$ cat src/rtl/cpu_sequencer_pkg.sv
// Shared constants for the CPU sequencer: field widths, opcodes, state encoding, ALU codes.
// Optional SUB opcode is enabled by defining CPU_SUB_EN.
package cpu_pkg;

  localparam int OP_W    = 4;
  localparam int ARG_W   = 3;
  localparam int ARG_N   = 2;
  localparam int INSTR_W = OP_W + ARG_N * ARG_W;
  localparam int REG_NUM = 8;

  localparam logic [OP_W-1:0] OP_LOAD = 4'b0000;
  localparam logic [OP_W-1:0] OP_MOVE = 4'b0001;
  localparam logic [OP_W-1:0] OP_ADD  = 4'b0010;
  localparam logic [OP_W-1:0] OP_XOR  = 4'b0011;
  localparam logic [OP_W-1:0] OP_SUB  = 4'b0100;

  localparam logic [1:0] ALU_ADD = 2'b00;
  localparam logic [1:0] ALU_XOR = 2'b01;
  localparam logic [1:0] ALU_SUB = 2'b10;

  typedef enum logic [1:0] {
    ST_IDLE = 2'd0,
    ST_T1   = 2'd1,
    ST_T2   = 2'd2,
    ST_T3   = 2'd3
  } state_e;

  function automatic logic is_alu_op(input logic [OP_W-1:0] op);
    logic res;
    case (op)
      OP_ADD:  res = 1'b1;
      OP_XOR:  res = 1'b1;
`ifdef CPU_SUB_EN
      OP_SUB:  res = 1'b1;
`endif
      default: res = 1'b0;
    endcase
    return res;
  endfunction

  function automatic logic [1:0] alu_code(input logic [OP_W-1:0] op);
    logic [1:0] res;
    case (op)
      OP_XOR:  res = ALU_XOR;
`ifdef CPU_SUB_EN
      OP_SUB:  res = ALU_SUB;
`endif
      default: res = ALU_ADD;
    endcase
    return res;
  endfunction

endpackage

$ cat src/rtl/cpu_sequencer_if.sv
// Instruction handshake and datapath control bundle between the sequencer and its datapath.
import cpu_pkg::*;

interface cpu_sequencer_if #(
  parameter int OP_SIZE  = 4,
  parameter int ARG_SIZE = 3,
  parameter int ARG_NUM  = 2
);
  logic [OP_SIZE+ARG_NUM*ARG_SIZE-1:0] instruction;
  logic                                instr_valid;
  logic                                instr_ready;
  logic [REG_NUM-1:0]                  rin;
  logic [REG_NUM-1:0]                  rout;
  logic                                data_tri;
  logic                                a_en;
  logic                                g_en;
  logic                                g_tri;
  logic [1:0]                          alu_op;
  logic                                busy;
  logic                                done;
  logic                                err;
  logic [7:0]                          retired_cnt;

  modport master (
    output instruction, instr_valid,
    input  instr_ready, rin, rout, data_tri, a_en, g_en, g_tri, alu_op,
    input  busy, done, err, retired_cnt
  );

  modport slave (
    input  instruction, instr_valid,
    output instr_ready, rin, rout, data_tri, a_en, g_en, g_tri, alu_op,
    output busy, done, err, retired_cnt
  );
endinterface

$ cat src/rtl/cpu_sequencer_dec3to8.sv
// Register-index decoder: 3-bit index to one-hot 8, all zero when disabled.
import cpu_pkg::*;

module dec3to8 (
  input  logic               en,
  input  logic [ARG_W-1:0]   idx,
  output logic [REG_NUM-1:0] onehot
);
  // one-hot decode gated by enable
  always_comb begin
    onehot = {REG_NUM{1'b0}};
    if (en) begin
      onehot[idx] = 1'b1;
    end else begin
      onehot = {REG_NUM{1'b0}};
    end
  end
endmodule

$ cat src/rtl/cpu_sequencer.sv
// Four-state control sequencer for a simple bus CPU (LOAD/MOVE/ADD/XOR, SUB with CPU_SUB_EN).
// Datapath enables decode only from the state and the latched instruction.
import cpu_pkg::*;

module cpu_sequencer #(
  parameter int OP_SIZE  = 4,
  parameter int ARG_SIZE = 3,
  parameter int ARG_NUM  = 2
) (
  input logic            clk,
  input logic            rst,
  cpu_sequencer_if.slave bus
);
  localparam int IW = OP_SIZE + ARG_NUM * ARG_SIZE;

  state_e        state_q, state_d;
  logic [IW-1:0] instr_q, instr_d;
  logic [7:0]    retired_q, retired_d;

  logic [OP_SIZE-1:0]  op_s;
  logic [ARG_SIZE-1:0] x_s;
  logic [ARG_SIZE-1:0] y_s;

  logic                rin_en_s, rout_en_s;
  logic [ARG_SIZE-1:0] rin_idx_s, rout_idx_s;
  logic                ready_s, data_tri_s, a_en_s, g_en_s, g_tri_s;
  logic                busy_s, done_s, err_s;
  logic [1:0]          alu_op_s;

  assign op_s = instr_q[IW-1 -: OP_SIZE];
  assign x_s  = instr_q[2*ARG_SIZE-1 -: ARG_SIZE];
  assign y_s  = instr_q[ARG_SIZE-1:0];

  // state, latched instruction and retire counter
  always_ff @(posedge clk or negedge rst) begin
    if (!rst) begin
      state_q   <= ST_IDLE;
      instr_q   <= {IW{1'b0}};
      retired_q <= 8'd0;
    end else begin
      state_q   <= state_d;
      instr_q   <= instr_d;
      retired_q <= retired_d;
    end
  end

  // next-state and Moore decode of the datapath controls
  always_comb begin
    state_d    = state_q;
    instr_d    = instr_q;
    rin_en_s   = 1'b0;
    rin_idx_s  = x_s;
    rout_en_s  = 1'b0;
    rout_idx_s = x_s;
    data_tri_s = 1'b0;
    a_en_s     = 1'b0;
    g_en_s     = 1'b0;
    g_tri_s    = 1'b0;
    alu_op_s   = ALU_ADD;
    busy_s     = 1'b0;
    done_s     = 1'b0;
    err_s      = 1'b0;
    ready_s    = (state_q == ST_IDLE) && rst;

    case (state_q)
      ST_IDLE: begin
        if (bus.instr_valid && ready_s) begin
          instr_d = bus.instruction;
          state_d = ST_T1;
        end else begin
          state_d = ST_IDLE;
        end
      end
      ST_T1: begin
        busy_s = 1'b1;
        if (op_s == OP_LOAD) begin
          rin_en_s   = 1'b1;
          data_tri_s = 1'b1;
          done_s     = 1'b1;
          state_d    = ST_IDLE;
        end else if (op_s == OP_MOVE) begin
          rin_en_s   = 1'b1;
          rout_en_s  = 1'b1;
          rout_idx_s = y_s;
          done_s     = 1'b1;
          state_d    = ST_IDLE;
        end else if (is_alu_op(op_s)) begin
          rout_en_s  = 1'b1;
          a_en_s     = 1'b1;
          state_d    = ST_T2;
        end else begin
          // illegal opcode: flag it and drop the instruction
          err_s      = 1'b1;
          state_d    = ST_IDLE;
        end
      end
      ST_T2: begin
        busy_s     = 1'b1;
        rout_en_s  = 1'b1;
        rout_idx_s = y_s;
        g_en_s     = 1'b1;
        alu_op_s   = alu_code(op_s);
        state_d    = ST_T3;
      end
      ST_T3: begin
        busy_s   = 1'b1;
        g_tri_s  = 1'b1;
        rin_en_s = 1'b1;
        done_s   = 1'b1;
        state_d  = ST_IDLE;
      end
      default: begin
        state_d = ST_IDLE;
      end
    endcase

    if (done_s) begin
      retired_d = retired_q + 8'd1;
    end else begin
      retired_d = retired_q;
    end
  end

  dec3to8 u_dec_rin (
    .en     (rin_en_s),
    .idx    (rin_idx_s),
    .onehot (bus.rin)
  );

  dec3to8 u_dec_rout (
    .en     (rout_en_s),
    .idx    (rout_idx_s),
    .onehot (bus.rout)
  );

  assign bus.instr_ready = ready_s;
  assign bus.data_tri    = data_tri_s;
  assign bus.a_en        = a_en_s;
  assign bus.g_en        = g_en_s;
  assign bus.g_tri       = g_tri_s;
  assign bus.alu_op      = alu_op_s;
  assign bus.busy        = busy_s;
  assign bus.done        = done_s;
  assign bus.err         = err_s;
  assign bus.retired_cnt = retired_q;

endmodule

$ cat src/flat_wrapper.sv
// flat-port wrapper written by rule: the top's interface ports become plain ports
module cpu_sequencer_flat 
#(
  parameter int OP_SIZE  = 4,
  parameter int ARG_SIZE = 3,
  parameter int ARG_NUM  = 2
)
  (clk, rst, bus_instruction, bus_instr_valid, bus_instr_ready, bus_rin, bus_rout, bus_data_tri, bus_a_en, bus_g_en, bus_g_tri, bus_alu_op, bus_busy, bus_done, bus_err, bus_retired_cnt);
  cpu_sequencer_if #(.OP_SIZE(OP_SIZE), .ARG_SIZE(ARG_SIZE), .ARG_NUM(ARG_NUM)) bus_i ();
  input logic clk;
  input logic rst;
  input wire logic [$bits(bus_i.instruction)-1:0] bus_instruction;
  input wire logic [$bits(bus_i.instr_valid)-1:0] bus_instr_valid;
  output wire logic [$bits(bus_i.instr_ready)-1:0] bus_instr_ready;
  output wire logic [$bits(bus_i.rin)-1:0] bus_rin;
  output wire logic [$bits(bus_i.rout)-1:0] bus_rout;
  output wire logic [$bits(bus_i.data_tri)-1:0] bus_data_tri;
  output wire logic [$bits(bus_i.a_en)-1:0] bus_a_en;
  output wire logic [$bits(bus_i.g_en)-1:0] bus_g_en;
  output wire logic [$bits(bus_i.g_tri)-1:0] bus_g_tri;
  output wire logic [$bits(bus_i.alu_op)-1:0] bus_alu_op;
  output wire logic [$bits(bus_i.busy)-1:0] bus_busy;
  output wire logic [$bits(bus_i.done)-1:0] bus_done;
  output wire logic [$bits(bus_i.err)-1:0] bus_err;
  output wire logic [$bits(bus_i.retired_cnt)-1:0] bus_retired_cnt;
  assign bus_i.instruction = bus_instruction;
  assign bus_i.instr_valid = bus_instr_valid;
  assign bus_instr_ready = bus_i.instr_ready;
  assign bus_rin = bus_i.rin;
  assign bus_rout = bus_i.rout;
  assign bus_data_tri = bus_i.data_tri;
  assign bus_a_en = bus_i.a_en;
  assign bus_g_en = bus_i.g_en;
  assign bus_g_tri = bus_i.g_tri;
  assign bus_alu_op = bus_i.alu_op;
  assign bus_busy = bus_i.busy;
  assign bus_done = bus_i.done;
  assign bus_err = bus_i.err;
  assign bus_retired_cnt = bus_i.retired_cnt;
  cpu_sequencer #(.OP_SIZE(OP_SIZE), .ARG_SIZE(ARG_SIZE), .ARG_NUM(ARG_NUM)) u_core (.clk(clk), .rst(rst), .bus(bus_i));
endmodule
$ cat config.mk
export PLATFORM = sky130hd
export DESIGN_NAME = cpu_sequencer_flat
export DESIGN_NICKNAME = d
export VERILOG_FILES = /design/src/rtl/cpu_sequencer_pkg.sv /design/src/rtl/cpu_sequencer_if.sv /design/src/rtl/cpu_sequencer_dec3to8.sv /design/src/rtl/cpu_sequencer.sv /design/src/flat_wrapper.sv
export SDC_FILE = /design/constraint.sdc
export NUM_CORES = 1
export LEC_CHECK = 0
export ABC_AREA = 0
export CAP_MARGIN = 25
export CORE_MARGIN = 10
export CORE_UTILIZATION = 39
export DETAILED_ROUTE_END_ITERATION = 10
export HOLD_SLACK_MARGIN = 0.02
export PLACE_DENSITY = 0.74
export SYNTH_ARGS = -nofsm -noshare
export SYNTH_HDL_FRONTEND = slang
export SYNTH_SLANG_ARGS = --single-unit
$ cat constraint.sdc
create_clock -name clk -period 2.42 [get_ports clk]
set_clock_uncertainty 0.1 [all_clocks]
set_input_delay 0.242 -clock clk [delete_from_list [all_inputs] [get_ports clk]]
set_output_delay 0.242 -clock clk [all_outputs]
set_load 0.03 [all_outputs]
==> run summary, run 1 <==
Tcrit/Tclk final: 1.13
Worst r2r dst: u_core.instr_q[8]
Post-DRT Antenna Nets: 0
Core footprint: 3000 sq um
TritonCTS clock tree: built
Largest fanout on the critical path: 4
Worst path top cell family by delay: simple AND/OR/NAND/NOR gates
Violated checks: negative setup slack
Clk buf depth: 2
CP arrival: 2380 ps
HP Class: in2async
Largest net degree at the start of global routing: 21
Row count: 20
Psw: 0.503 mW
Die area: 5730 sq um
Seq pwr share: 0.387
Critical path type: reg2out
Average size of a mapped cell: 10.1 sq um
Initial antenna violation count: 0
Clock network power share: 0.146
Post-synth cell types: 39
Pre-CTS setup slack: -160 ps
Crit end category: output pin
Cells after synthesis: 120
Max-cap violations: 0
Reg area: 502 sq um
Synthesis warning total: 0
Vias in the first global route: 1303
Initial Util: 0.403
TritonCTS Buffers: 3
Diodes inserted: 0
Final Slew Violations: 0
H-tree depth: 1
Grt met3 use: 0.0443
Leakage power: 0.959 nW
Met1 usage: 0.138
Asr flop ratio synth: 1.00
Die width: 75.7 microns
Fill cell count: 224
Layout cells sized above 1: 0.487
Vias: 1224
R2R cell count: 8
Ys flop type: dfrtp_1
Sinks on Clock Net: 20
I/O pins: 47
Crit path largest cell delay: 540 ps
Sequential-to-total area share from yosys stat: 0.414
Hpwl dp: 2910 microns
Routed WL: 3880 microns
Port Buffers: 45
Setup WS post-layout: -303 ps
Pwr dens: 610 nW/um^2
Internal power: 0.790 mW
Status: finished, violations left
Die Y: 75.7 microns
Mapped Nets: 139
Slowest cell on crit path: or4b_4
Router iterations before antenna repair: 4
Average vias per placed instance: 5.32
Multi-input gate area: 870 sq um
CP bufs+invs: 2
Logic pwr share: 0.467
Commonest non-fill, non-tap cell in the layout: buf_4
RD Place Congestion: 0.821
Final Hold Viols: 0
Fin crit period: 2720 ps
Clock Latency Late Sink: 300 ps
DR DRC count: 0
Sw Ratio: 0.389
Layout area overhead: 75.3%
Fmax: 367 MHz
Routed length per placed instance: 16.9 microns
Crit start category: flip-flop
Most frequent cells in the layout: 30 x buf_4, 24 x clkdlybuf4s50_1, 19 x dfrtp_1
FF-to-FF setup slack: 290 ps
GR met2 Demand/Resource: 0.265
#FFs+latches synth: 20
Final setup vio count: 8
Clock Tree Root: clkbuf_4
Final net count: 217
First-pass GRT wire length: 6230 microns
Crit path cell chain: inv_2, ha_4, or3b_4, o21bai_4, or4b_4, and2b_2, buf_6
Highest ir drop seen on vdd: 0.469 mV
Post-synth EDFFs: 0
Overflow left after global routing: 0
Starting DRT DRC Count: 29
Setup TNS: -1660 ps
Unrepaired setup endpoints after global routing: true
Clock-pin slew on the worst setup and hold paths: 100 ps
Mapped cell area: 1210 sq um
CP Data Required Time: 2080 ps
Global-route usage over all layers: 0.141
Grt peak-use layer: met2
[power by group through the flow]
stage / clock (mW) / sequential (mW) / combinational (mW)
3_5_place_dp: 0 / 0.494 / 0.516
6_report: 0.188 / 0.501 / 0.604
2_1_floorplan: 0 / 0.539 / 0.222
5_1_grt: 0.211 / 0.515 / 0.653
3_3_place_gp: 0 / 0.488 / 0.501
4_1_cts: 0.193 / 0.490 / 0.577
[state kept, by name (all words and copies together), names as in the netlist, named ones only]
register and count:
u_core.bus.retired_cnt 8, u_core.state_q 1, u_core.instr_q 10
[through the flow]
step	area [sq um]	util	total power [mW]	hold slack, ps	instances
after global routing	2120	0.706	1.38	203	230
after detailed placement	1890	0.630	1.01	361	218
final	2120	0.706	1.29	184	230
after global placement	1890	0.630	0.989	358	218
after CTS	2100	0.698	1.26	191	228
after floorplan	1270	-	0.760	-154	120
[worst max path at each step]
stage	end	slack [ps]	cells past startpoint
after floorplan	bus_rout[6]	-2	6
after global placement	bus_rout[7]	-90	7
after detailed placement	bus_rout[7]	-160	7
after CTS	bus_rout[4]	-310	7
after global routing	bus_rout[4]	-370	7
final	bus_rout[4]	-300	7
[area by class of cell]
type | count | share of cell area
Multi-Input combinational cell | 92 | 0.410
Sequential cell | 20 | 0.237
Inverter | 6 | 0.0112
Clock buffer | 4 | 0.0171
Timing Repair Buffer | 75 | 0.306
Tap cell | 33 | 0.0195
[cells by family (layout without fill, tap and decap cells)]
logic type | count (synthesis) | after routing | synth area share
simple gates | 56 | 56 | 0.280
fa+ha+maj | 6 | 6 | 0.0620
buf+inv | 8 | 85 | 0.0279
other cells | 1 | 1 | 0.00310
compound gates | 12 | 12 | 0.0693
flops | 20 | 20 | 0.414
mux | 10 | 10 | 0.0931
xor+xnor | 7 | 7 | 0.0507
[worst register-to-register path, cell delays in order (launching register included)]
cell and delay (ps):
dfrtp_1 400, inv_2 70, buf_4 150, buf_4 130, buf_4 120, ha_1 180, and2_1 150, nand2_1 340
mux2_2 390
[cell usage after synthesis (2+ instances only)]
cell type | number | share of area
o211ai_1 | 2 | 0.012
o21ai_0 | 4 | 0.017
inv_1 | 5 | 0.016
nor3_1 | 9 | 0.037
nand2_1 | 12 | 0.037
and4_1 | 2 | 0.014
dfrtp_1 | 20 | 0.41
nand2b_1 | 3 | 0.016
o211a_1 | 2 | 0.017
ha_1 | 6 | 0.062
nand3_1 | 2 | 0.0083
nand4_1 | 2 | 0.010
and3_1 | 2 | 0.010
or4b_4 | 2 | 0.023
and2_1 | 3 | 0.016
xnor2_1 | 6 | 0.043
nor2_1 | 7 | 0.022
mux2_2 | 10 | 0.093
[per-layer routing]
| layer | wire length, microns | part of all wire |
|---|---|---|
| met3 | 254 | 0.065 |
| met2 | 2040 | 0.53 |
| met5 | 0 | 0 |
| met4 | 63 | 0.016 |
| met1 | 1520 | 0.39 |
[repair_timing]
item / in CTS / in global routing
hold buffers: 0 / 0
resized for setup: 53 / 34
pin swaps: 15 / 5
setup buffers: 6 / 2
setup endpoints to repair: 20 / 19
Power figures use the tool's default switching activity.
==> run 2: changes to the inputs <==
--- a/config.mk
+++ b/config.mk
@@ -8,10 +8,10 @@
 export ABC_AREA = 0
 export CAP_MARGIN = 25
 export CORE_MARGIN = 10
-export CORE_UTILIZATION = 39
+export CORE_UTILIZATION = 34
 export DETAILED_ROUTE_END_ITERATION = 10
 export HOLD_SLACK_MARGIN = 0.02
-export PLACE_DENSITY = 0.74
+export PLACE_DENSITY = 0.65
 export SYNTH_ARGS = -nofsm -noshare
 export SYNTH_HDL_FRONTEND = slang
 export SYNTH_SLANG_ARGS = --single-unit
==> run 2 against run 1 <==
  * The flow still finishes with violations (negative setup slack)
  * Power is 2.7% lower
  * Combinational power is 3% lower
  * Final area is 0.35% higher
  * Maximum frequency is 0.10% higher
  * Die area is 11% higher
  * Via count is 0.74% higher
  * Setup slack better by 2.8 ps
  * First-iteration DRC count is 45% higher
  * Global-route usage is 2.6 points lower
  * Non-clock buffer count is 4 higher
  * Worst hold slack better by 31 ps
  * Critical path type unchanged
  * Largest cell class unchanged
  * Largest power group unchanged
  * Highest routed layer unchanged
==> run summary, run 2 (synthesized netlist as in run 1, its figures left out) <==
Largest net degree at the start of global routing: 21 (unchanged)
Routed length per placed instance: 14.9 microns (-12%)
Clock Tree Root: clkbuf_4
CP Data Required Time: 2080 ps (about the same)
Final instance area: 2130 sq um (+0.35%)
Largest register FFs: 10 (unchanged)
Commonest non-fill, non-tap cell in the layout: buf_4
Core footprint: 3390 sq um (+13%)
Critical path type: reg2out
Most frequent cells in the layout: 34 x buf_4, 24 x clkdlybuf4s50_1, 20 x dfrtp_1
Post-DRT Antenna Nets: 0 (unchanged)
RD Place Congestion: 0.812 (-1.1%)
H-tree depth: 1 (unchanged)
CP bufs+invs: 1 (-1)
Initial antenna violation count: 0 (unchanged)
Seq pwr share: 0.390 (+0.003)
Fmax: 368 MHz (+0.10%)
Placed cell area: 1930 sq um (+2.1%)
Leakage power: 0.979 nW (+2.1%)
Crit path largest cell delay: 540 ps (about the same)
Final setup vio count: 8 (unchanged)
Clk buf depth: 2 (unchanged)
TritonCTS Buffers: 3 (unchanged)
Vias: 1233 (+0.74%)
Final Slew Violations: 0 (unchanged)
Largest fanout on the critical path: 4 (unchanged)
Crit path cell chain: ha_4, or3b_4, o21bai_4, or4b_4, nor3b_4, buf_6
Setup WS post-layout: -300 ps (+2.82 ps)
TritonCTS clock tree: built
Routed WL: 3670 microns (-5.4%)
First-pass GRT wire length: 6050 microns (-2.9%)
Die width: 79.7 microns (+5.2%)
Crit end category: output pin
HP Class: in2async
Layout cells sized above 1: 0.468 (-0.0196)
Pwr dens: 591 nW/um^2 (-3.1%)
Diodes inserted: 0 (unchanged)
Die area: 6340 sq um (+11%)
Initial Util: 0.357 (-0.0460)
Hold Buf Count CTS: 0 (unchanged)
Layout area overhead: 75.9%
Die Y: 79.7 microns (+5.2%)
Internal power: 0.793 mW (+0.42%)
Highest ir drop seen on vdd: 0.673 mV (+43%)
Overflow left after global routing: 0 (unchanged)
Worst setup path start: u_core.state_q[0]
Biggest register: u_core.instr_q
Unrepaired setup endpoints after global routing: true
Max-cap violations: 0 (unchanged)
Logic pwr share: 0.468 (about the same)
Average vias per placed instance: 4.99 (-6.2%)
Power, Total: 1.26 mW (-2.7%)
Final Hold Viols: 0 (unchanged)
Slowest cell on crit path: or4b_4
Router iterations before antenna repair: 4 (unchanged)
Worst hold slack: 215 ps (+30.8 ps)
Clock network power share: 0.142 (-0.004)
Starting DRT DRC Count: 42 (+45%)
Global-route usage over all layers: 0.115 (-0.0257)
Sinks on Clock Net: 20 (unchanged)
I/O pins: 47 (unchanged)
Violated checks: negative setup slack
Psw: 0.464 mW (-7.7%)
CP arrival: 2380 ps (about the same)
Vias in the first global route: 1309 (+0.46%)
Tcrit/Tclk final: 1.12 (-0.00116)
Crit start category: flip-flop
Pre-CTS setup slack: -166 ps (-6.17 ps)
Hpwl dp: 2890 microns (-0.79%)
Clock Latency Late Sink: 280 ps (-20 ps)
Fin crit period: 2720 ps (-2.82 ps)
Worst path top cell family by delay: simple AND/OR/NAND/NOR gates
Status: finished, violations left
Setup TNS: -1430 ps (+228 ps)
Row count: 21 (+5.0%)
Final net count: 221 (+1.8%)
Clock-pin slew on the worst setup and hold paths: 100 ps (about the same)
DR DRC count: 0 (unchanged)
Port Buffers: 45 (unchanged)
Sw Ratio: 0.369 (-0.0198)
[run 2: cell count changes in the layout (fill, tap and decap cells not counted), moves of 2 or more]
cell and delta:
clkdlybuf4s15_2 +2, nand2_2 -2, nand2_1 +2, buf_2 -4
buf_4 +4
[run 2: power groups by stage]
stage / Sequential (mW) / Combinational (mW) / Clock, mW
after floorplan: 0.539 / 0.222 / 0
after global placement: 0.491 / 0.510 / 0
after detailed placement: 0.493 / 0.519 / 0
after CTS: 0.489 / 0.576 / 0.189
after global routing: 0.502 / 0.638 / 0.210
final: 0.490 / 0.588 / 0.179
[run 2: layer usage]
metal  up-vias  global-route usage  part of all wire
met5         -                   0                 0
met3         2              0.0405             0.087
met4         0              0.0269            0.0046
met2        47               0.209              0.52
met1       595               0.124              0.39
li1        589                   -                 -
[run 2: timing repair]
action,CTS,global route
gates cloned,0,0
setup endpoints to repair,19,17
resized for setup,49,18
buffers inserted,6,3
pin swaps,12,9
[run 2: worst reg2reg max path: stages, from the launching register on]
cell     delay [ps]
dfrtp_1         370
inv_2            60
buf_4           140
buf_4           130
ha_1            180
and2_1          150
nand2_1         340
mux2_2          390
[run 2: layout make-up]
| cell class | count | area [sq um] |
|---|---|---|
| well taps | 46 | 57.6 |
| flip-flops and latches | 20 | 500 |
| clock buffers | 4 | 36.3 |
| inverters | 6 | 22.5 |
| fillers | 279 | 1260 |
| multi-input cells | 92 | 817 |
| repair buffers | 79 | 694 |
[run 2: per-stage QoR]
stage	instances	util
floorplan	120	-
detailed placement	234	0.570
CTS	244	0.620
global placement	234	0.570
global route	247	0.628
finish	247	0.628
[run 2: final timing paths]
check | to | slack (ps) | cells after the start
worst max-delay path | bus_rout[6] | -300 | 6
min in group clk | u_core.bus.retired_cnt[7] | 390 | 1
worst min-delay path | u_core.instr_q[8] | 210 | 2
worst max register to register | u_core.instr_q[7] | 470 | 7
max in group asynchronous | u_core.instr_q[2] | 1810 | 2
worst min register to register | u_core.bus.retired_cnt[7] | 390 | 1
==> run 3: changes to the inputs <==
--- a/config.mk
+++ b/config.mk
@@ -7,7 +7,6 @@
 export LEC_CHECK = 0
 export ABC_AREA = 0
 export CAP_MARGIN = 25
-export CORE_MARGIN = 10
 export CORE_UTILIZATION = 34
 export DETAILED_ROUTE_END_ITERATION = 10
 export HOLD_SLACK_MARGIN = 0.02
==> run 3 against run 2 <==
  * The run still ends with negative setup slack left
  * Core utilization decreased by 1.7 points
  * First-iteration DRC count decreased by 50%
  * Clock-buffer cell count unchanged
  * Non-clock buffer count shrank 10
  * Register-to-register slack better by 60 ps
  * Highest routed layer unchanged
==> run summary, run 3 (synthesized netlist as in run 1, its figures left out) <==
Status: finished, violations left
Violated checks: negative setup slack
Largest fanout on the critical path: 4 (unchanged)
Die width: 61.7 microns (-23%)
Largest register FFs: 10 (unchanged)
Layout area overhead: 69.8%
Biggest register: u_core.instr_q
Clock Latency Late Sink: 300 ps (+20 ps)
Final instance area: 2050 sq um (-3.5%)
CP Depth: 5 (-1)
Global-route usage over all layers: 0.192 (+0.0772)
Worst r2r dst: u_core.bus.retired_cnt[7]
Vias: 1177 (-4.5%)
Setup TNS: -1370 ps (+66.0 ps)
Sinks on Clock Net: 20 (unchanged)
Fmax: 370 MHz (+0.76%)
Vias in the first global route: 1116 (-15%)
Slowest cell on crit path: or4b_4
Fin crit period: 2700 ps (-20.4 ps)
Final Slew Violations: 0 (unchanged)
Crit path cell chain: or4b_4, and3_4, or4b_4, and2b_2, buf_6
HP Class: in2async
Commonest non-fill, non-tap cell in the layout: buf_4
Max-cap violations: 0 (unchanged)
CP Data Required Time: 2080 ps (about the same)
Row count: 21 (unchanged)
DR DRC count: 0 (unchanged)
R2R cell count: 8 (+1)
Die Y: 61.7 microns (-23%)
Largest net degree at the start of global routing: 21 (unchanged)
Worst r2r src: u_core.state_q[0]
TritonCTS Buffers: 3 (unchanged)
Average vias per placed instance: 4.97 (-0.51%)
Hpwl dp: 2460 microns (-15%)
Most frequent cells in the layout: 33 x buf_4, 24 x clkdlybuf4s50_1, 19 x dfrtp_1
Layout cells sized above 1: 0.455 (-0.0122)
Clock-pin slew on the worst setup and hold paths: 110 ps (about the same)
Routed length per placed instance: 14.4 microns (-2.8%)
Crit end category: output pin
Worst path top cell family by delay: simple AND/OR/NAND/NOR gates
First-pass GRT wire length: 5310 microns (-12%)
Final Hold Viols: 0 (unchanged)
FF-to-FF setup slack: 530 ps (+60 ps)
Router iterations before antenna repair: 4 (unchanged)
Setup WS post-layout: -280 ps (+20.4 ps)
Post-DRT Antenna Nets: 0 (unchanged)
Final setup vio count: 8 (unchanged)
Highest ir drop seen on vdd: 0.409 mV (-39%)
CP arrival: 2360 ps (-20 ps)
Final net count: 211 (-4.5%)
Port Buffers: 45 (unchanged)
CP bufs+invs: 1 (unchanged)
Clock Tree Root: clkbuf_4
Initial Util: 0.360 (+0.00279)
Leakage power: 0.934 nW (-4.6%)
Starting DRT DRC Count: 21 (-50%)
Cell repeated most along the worst path: or4b_4
TritonCTS clock tree: built
Power, Total: 1.23 mW (-1.9%)
Clk buf depth: 2 (unchanged)
I/O pins: 47 (unchanged)
Routed WL: 3420 microns (-6.8%)
Initial antenna violation count: 0 (unchanged)
Critical path type: reg2out
H-tree depth: 1 (unchanged)
Placed cell area: 1850 sq um (-4.1%)
Diodes inserted: 0 (unchanged)
Crit path largest cell delay: 580 ps (+40 ps)
Die area: 3800 sq um (-40%)
Overflow left after global routing: 0 (unchanged)
Unrepaired setup endpoints after global routing: true
Tcrit/Tclk final: 1.12 (-0.00844)
Crit start category: flip-flop
Fill cell count: 309 (+11%)
Core footprint: 3360 sq um (-0.78%)
RD Place Congestion: 0.805 (-0.91%)
Pwr dens: 601 nW/um^2 (+1.7%)
## run 3: cell count changes in the layout (fill, tap and decap cells not counted), sizes merged
cell / change
clkbuf: -4
clkdlybuf4s15: -4
buf: -3
clkinv: -1
dlygate4sd2: +1
inv: +1
## run 3: through the flow
stage	utilization	cells	setup WS, ps	hold slack, ps
4_1_cts	0.588	234	-286	247
3_5_place_dp	0.550	226	30.6	364
5_1_grt	0.611	237	-358	257
6_report	0.611	237	-280	254
2_1_floorplan	-	120	-2.02	-154
3_3_place_gp	0.550	226	63.0	357
## run 3: worst max-delay path by stage
stage                 startpoint           to  slack, ps
2_1_floorplan          flip-flop  bus_rout[6]         -2
3_3_place_gp   u_core.instr_q[7]  bus_rout[4]         60
3_5_place_dp   u_core.instr_q[7]  bus_rout[4]         30
4_1_cts        u_core.instr_q[8]  bus_rout[4]       -290
5_1_grt        u_core.instr_q[7]  bus_rout[4]       -360
6_report       u_core.instr_q[7]  bus_rout[4]       -280
## run 3: power by group
group / internal [mW] / leakage [nW] / switching (mW)
clock: 0.0917 / 0.0210 / 0.100
sequential: 0.403 / 0.249 / 0.0948
combinational: 0.264 / 0.664 / 0.281
total: 0.758 / 0.934 / 0.476
## run 3: repair_timing
| action | in CTS | in global routing |
|---|---|---|
| gates resized for setup | 21 | 16 |
| hold buffers | 0 | 0 |
| buffers inserted | 4 | 5 |
| pin swaps | 12 | 9 |
| endpoints found under the setup margin | 20 | 17 |
## run 3: metal layers
metal | track usage | wire [microns] | share of wire | up-vias
met3 | 0.0273 | 158 | 0.046 | 4
met5 | 0 | 0 | 0 | -
li1 | - | - | - | 575
met4 | 0.0667 | 31 | 0.0091 | 0
met2 | 0.332 | 1820 | 0.53 | 35
met1 | 0.246 | 1410 | 0.41 | 563
## run 3: area by class of cell
class	instances	area, sq um	area share
timing repair buffer	69	609	0.297
inverter	6	22.5	0.0110
clock buffer	4	36.3	0.0177
multi-input combinational	92	827	0.403
sequential	20	502	0.244
tap	46	57.6	0.0280
